===== config.mk =====
export PLATFORM = sky130hd
export DESIGN_NAME = fetch_unit
export DESIGN_NICKNAME = d
export VERILOG_FILES = /design/src/rtl/fetch_unit.sv
export SDC_FILE = /design/constraint.sdc
export NUM_CORES = 1
export LEC_CHECK = 0
export CAP_MARGIN = 30
export CORE_MARGIN = 2
export CORE_UTILIZATION = 41
export CTS_CLUSTER_SIZE = 24
export DETAILED_ROUTE_END_ITERATION = 10
export HOLD_SLACK_MARGIN = 0.06
export PLACE_DENSITY = 0.77
export SYNTH_ARGS = -nofsm -noshare
export SYNTH_HDL_FRONTEND = slang
export SYNTH_SLANG_ARGS = --single-unit
export TNS_END_PERCENT = 1

===== constraint.sdc =====
create_clock -name clk -period 2.1 [get_ports clk]
set_input_delay 0.21 -clock clk [delete_from_list [all_inputs] [get_ports clk]]
set_output_delay 0.21 -clock clk [all_outputs]
set_load 0.01 [all_outputs]

===== src/rtl/fetch_unit.sv =====
`default_nettype none
// ============================================================================
//  Module      : fetch_unit
//  Description : Instruction fetch stage with IDLE/RUN/HALT control, IF/ID
//                pipeline register, stall/flush/redirect handling and
//                halt-word detection. Optional single-step gating is enabled
//                by defining FETCH_STEP_EN (adds step_mode/step inputs).
//  Revision    : 1.0 - initial release
// ============================================================================
module fetch_unit #(
    parameter int                  BUS_SIZE  = 32,
    parameter logic [BUS_SIZE-1:0] RESET_PC  = '0,
    parameter logic [BUS_SIZE-1:0] HALT_WORD = '1
) (
    input  logic                clk,
    input  logic                reset_n,
    input  logic                start,
    input  logic                stall,
    input  logic                flush,
    input  logic                redirect,
    input  logic [BUS_SIZE-1:0] redirect_pc,
`ifdef FETCH_STEP_EN
    input  logic                step_mode,
    input  logic                step,
`endif
    output logic [BUS_SIZE-1:0] imem_addr,
    input  logic [BUS_SIZE-1:0] imem_data,
    output logic [BUS_SIZE-1:0] instr,
    output logic [BUS_SIZE-1:0] pc_plus4,
    output logic                valid,
    output logic                halted
);

    localparam logic [BUS_SIZE-1:0] c_pc_step = BUS_SIZE'(4);
    localparam logic [BUS_SIZE-1:0] c_nop     = '0;

    typedef enum logic [1:0] {
        ST_IDLE = 2'd0,
        ST_RUN  = 2'd1,
        ST_HALT = 2'd2
    } state_t;

    state_t              state_q, state_d;
    logic [BUS_SIZE-1:0] pc_q, pc_d;
    logic [BUS_SIZE-1:0] instr_q, instr_d;
    logic [BUS_SIZE-1:0] pc_plus4_q, pc_plus4_d;
    logic                valid_q, valid_d;
    logic                halted_q, halted_d;

    logic                w_step_ok;
    logic                w_advance;
    logic                w_is_halt;
    logic [BUS_SIZE-1:0] w_pc_inc;

`ifdef FETCH_STEP_EN
    // In step mode a fetch may only proceed on a step pulse.
    assign w_step_ok = !step_mode || step;
`else
    assign w_step_ok = 1'b1;
`endif

    // Increment wraps naturally at the top of the address space.
    assign w_pc_inc  = pc_q + c_pc_step;
    assign w_advance = (state_q == ST_RUN) && !stall && !flush && !redirect && w_step_ok;
    assign w_is_halt = (imem_data == HALT_WORD);

    // Next-state and next-IF/ID computation for the fetch control FSM.
    always_comb begin
        state_d    = state_q;
        pc_d       = pc_q;
        instr_d    = instr_q;
        pc_plus4_d = pc_plus4_q;
        valid_d    = valid_q;
        halted_d   = halted_q;

        unique case (state_q)
            ST_IDLE: begin
                // Stall/flush/redirect have no meaning before start.
                pc_d    = RESET_PC;
                valid_d = 1'b0;
                if (start) begin
                    state_d = ST_RUN;
                end
            end

            ST_RUN: begin
                if (redirect) begin
                    pc_d = redirect_pc;
                end
                if (flush) begin
                    instr_d    = c_nop;
                    pc_plus4_d = '0;
                    valid_d    = 1'b0;
                end else if (w_advance) begin
                    instr_d    = imem_data;
                    pc_plus4_d = w_pc_inc;
                    valid_d    = 1'b1;
                    if (w_is_halt) begin
                        // PC parks on the halt word's address.
                        state_d  = ST_HALT;
                        halted_d = 1'b1;
                    end else begin
                        pc_d = w_pc_inc;
                    end
                end else if (!stall) begin
                    // Redirect without flush, or a withheld step: issue a
                    // bubble so the consumer never sees a duplicate.
                    instr_d    = c_nop;
                    pc_plus4_d = '0;
                    valid_d    = 1'b0;
                end
            end

            ST_HALT: begin
                instr_d    = c_nop;
                pc_plus4_d = '0;
                valid_d    = 1'b0;
                if (redirect) begin
                    pc_d     = redirect_pc;
                    state_d  = ST_RUN;
                    halted_d = 1'b0;
                end
            end

            default: begin
                state_d  = ST_IDLE;
                pc_d     = RESET_PC;
                valid_d  = 1'b0;
                halted_d = 1'b0;
            end
        endcase
    end

    // State and IF/ID register, cleared immediately on reset.
    always_ff @(posedge clk or negedge reset_n) begin
        if (!reset_n) begin
            state_q    <= ST_IDLE;
            pc_q       <= RESET_PC;
            instr_q    <= c_nop;
            pc_plus4_q <= '0;
            valid_q    <= 1'b0;
            halted_q   <= 1'b0;
        end else begin
            state_q    <= state_d;
            pc_q       <= pc_d;
            instr_q    <= instr_d;
            pc_plus4_q <= pc_plus4_d;
            valid_q    <= valid_d;
            halted_q   <= halted_d;
        end
    end

    assign imem_addr = pc_q;
    assign instr     = instr_q;
    assign pc_plus4  = pc_plus4_q;
    assign valid     = valid_q;
    assign halted    = halted_q;

endmodule
`default_nettype wire


==> run metrics <==
status finished with violations; failing checks setup timing; Syn Nets 530; min Tclk post-route 2110 ps; nature of the critical path startpoint primary input; Critical R2R Launch state_q[1]; antenna violations before repair 0; Area after DPL 6990 um^2; Std-Cell Rows 39; Design Power 6320 uW; CP Launch Point imem_data[14]; Pwr Density 859 nW/um^2; post-route cell area 7350 um^2; gate count after technology mapping 454; grt total ovfl 0; clock sink count 100; Max Clock Freq 0.474 GHz; Post-Route Utilization 64.4%; Num CTS Buffers 9; Post-synth top flop dfrtp_1; Post-synth EDFFs 0; io pins 168; # setup viols final 1; vias per cell 5.57; Total Wirelength 14800 um; hold wc startpoint imem_data[28]; placed wire-length estimate 10900 um; Clock Path Buffers 2; mapped cell area 4780 um^2; HP Class primary input to register; Initial Util 41.9%; clock root buffer clkbuf_16; distinct cell type count after synthesis 46; Syn Area/Cell 10.5 um^2; vias in the first global route 4647; Port Buffers 167; max-cap check violation count 0; worst skew pair latency 350 ps; Routed Antenna Nets 0; Ant. Diodes 0; leakage 0.00311 uW; Seq/Total Area, Yosys 52.3%; Max transition margin 73.9%; Core ar. 11400 um^2; GP Congestion 0.938; most frequent cells in the layout clkdlybuf4s50_1 (164), dfrtp_1 (99), buf_4 (50), nand2_1 (43), o21ai_0 (42); Nets 736; CP Max Fanout 3; layout cells sized above 1 13.5%; Pins Over Slew Limit 0; pin count of the biggest net entering global routing 63; overall die area 12500 um^2; Die X 112 um; WP data required 2330 ps; Initial DRC Count 325; DRC 0; crit path DAT 2340 ps; PnR worst setup slack -9.77 ps; RSZ-0062 raised after global routing true; all-layer global routing usage 23.9%; Crit. End Element register; first-pass detailed-route iteration total 4; Final Hold Viols 0; final period utilization 100%; asr flop ratio synth 100%; H-tree depth 3; leading cell type in the layout, fill and taps excluded clkdlybuf4s50_1; Yosys reg bits 100; via count 4504; drt wl/cell 18.3 um; Final TNS setup -9.77 ps; die height 112 um; Reg clk slew, reported paths 70 ps; hold slack 137 ps; CP Class primary input to register; global-route wire length before repair 24000 um; YS warnings 0; Worst Skew 6.97 ps; Worst Tran Pin Value 391 ps; Area Overhead vs Synth 53.8%; CTS tree done; Peak VDD IR 559 uV
[path summary, 6_finish.rpt]
| kind | to | slack, ps | depth (start not counted) |
|---|---|---|---|
| min in group asynchronous | instr[4] | 230 | 2 |
| worst min register to register | pc_plus4[13] | 480 | 2 |
| worst max register to register | state_q[1] | 30 | 6 |
| max in group asynchronous | state_q[0] | 1250 | 3 |
| worst min-delay path | instr[28] | 140 | 2 |
| worst max-delay path | state_q[1] | -10 | 6 |
[Yosys cell counts (3+ instances only)]
master    number  area (um^2)
dfrtp_1      100         2500
o21ai_0       45          225
nand2_1       44          165
a22o_1        41          359
nand4_1       21          131
clkbuf_1      19         71.3
a22oi_1       18          135
inv_1         15         56.3
xnor2_1       15          131
mux2i_1       14          140
nand3_1       12         60.1
nor2_1        12         45.0
o22ai_1       12         75.1
xor2_1        12          105
and3_1         7         43.8
buf_2          6         30.0
ha_1           6         75.1
and4_1         5         43.8
and2_1         4         25.0
nor3_1         4         20.0
o31a_1         4         35.0
a21o_1         3         22.5
a32oi_1        3         26.3
nor2b_1        3         18.8
nor4_1         3         18.8
or4_1          3         22.5
[sequential cells by signal, summed over array words and instances (netlist names)]
signal and flops:
state_q 2, halted 1, valid 1, pc_plus4 32, imem_addr 32, instr 32
[metrics by stage]
step                worst slack, ps  std cells
global route                  -73.0        808
floorplan                      16.3        454
detailed placement             -429        790
global placement               -353        790
CTS                            6.18        807
finish                        -9.77        808
[metal layers]
| layer | wire length [um] | up-vias | GRT usage, % | part of all wire, % |
|---|---|---|---|---|
| li1 | - | 2102 | - | - |
| met1 | 6260 | 2207 | 31.4 | 42 |
| met2 | 7210 | 165 | 38.3 | 49 |
| met3 | 943 | 30 | 6.59 | 6.4 |
| met4 | 399 | 0 | 8.46 | 2.7 |
| met5 | 0 | - | 0 | 0 |
[critical path, stage by stage]
cell and delay, ps:
clkdlybuf4s50_1 510, nand4_1 150, or4_4 590, o31a_1 320
nor3_2 200, mux2_2 360
[logic make-up (layout without fill, tap and decap cells)]
group / Yosys count / after routing / synth area share, %
compound gates: 137 / 137 / 20.3
simple gates: 128 / 128 / 14.3
flops: 100 / 100 / 52.3
buf+inv: 41 / 252 / 3.38
xor+xnor: 27 / 27 / 4.95
mux: 15 / 15 / 3.17
fa+ha+maj: 6 / 6 / 1.57
[repair_timing]
action	in CTS	in global routing
endpoints found under the hold margin	100	0
pin swaps	2	3
hold buffers	1	0
endpoints found under the setup margin	4	34
buffers inserted	0	1
gates resized for setup	2	14
[final cells by class]
class / count / area, um^2
Clock inverter: 7 / 72.6
Inverter: 15 / 56.3
Fill cell: 910 / 4060
Clock buffer: 9 / 225
Tap cell: 143 / 179
Sequential cell: 100 / 2500
Multi-Input combinational cell: 313 / 2190
Timing Repair Buffer: 221 / 2130
[where the power goes]
part | internal (uW) | switching [uW]
Clock | 929 | 764
Combinational | 1070 | 1180
Sequential | 2130 | 245
No activity file was read; power rests on OpenSTA's default activity.
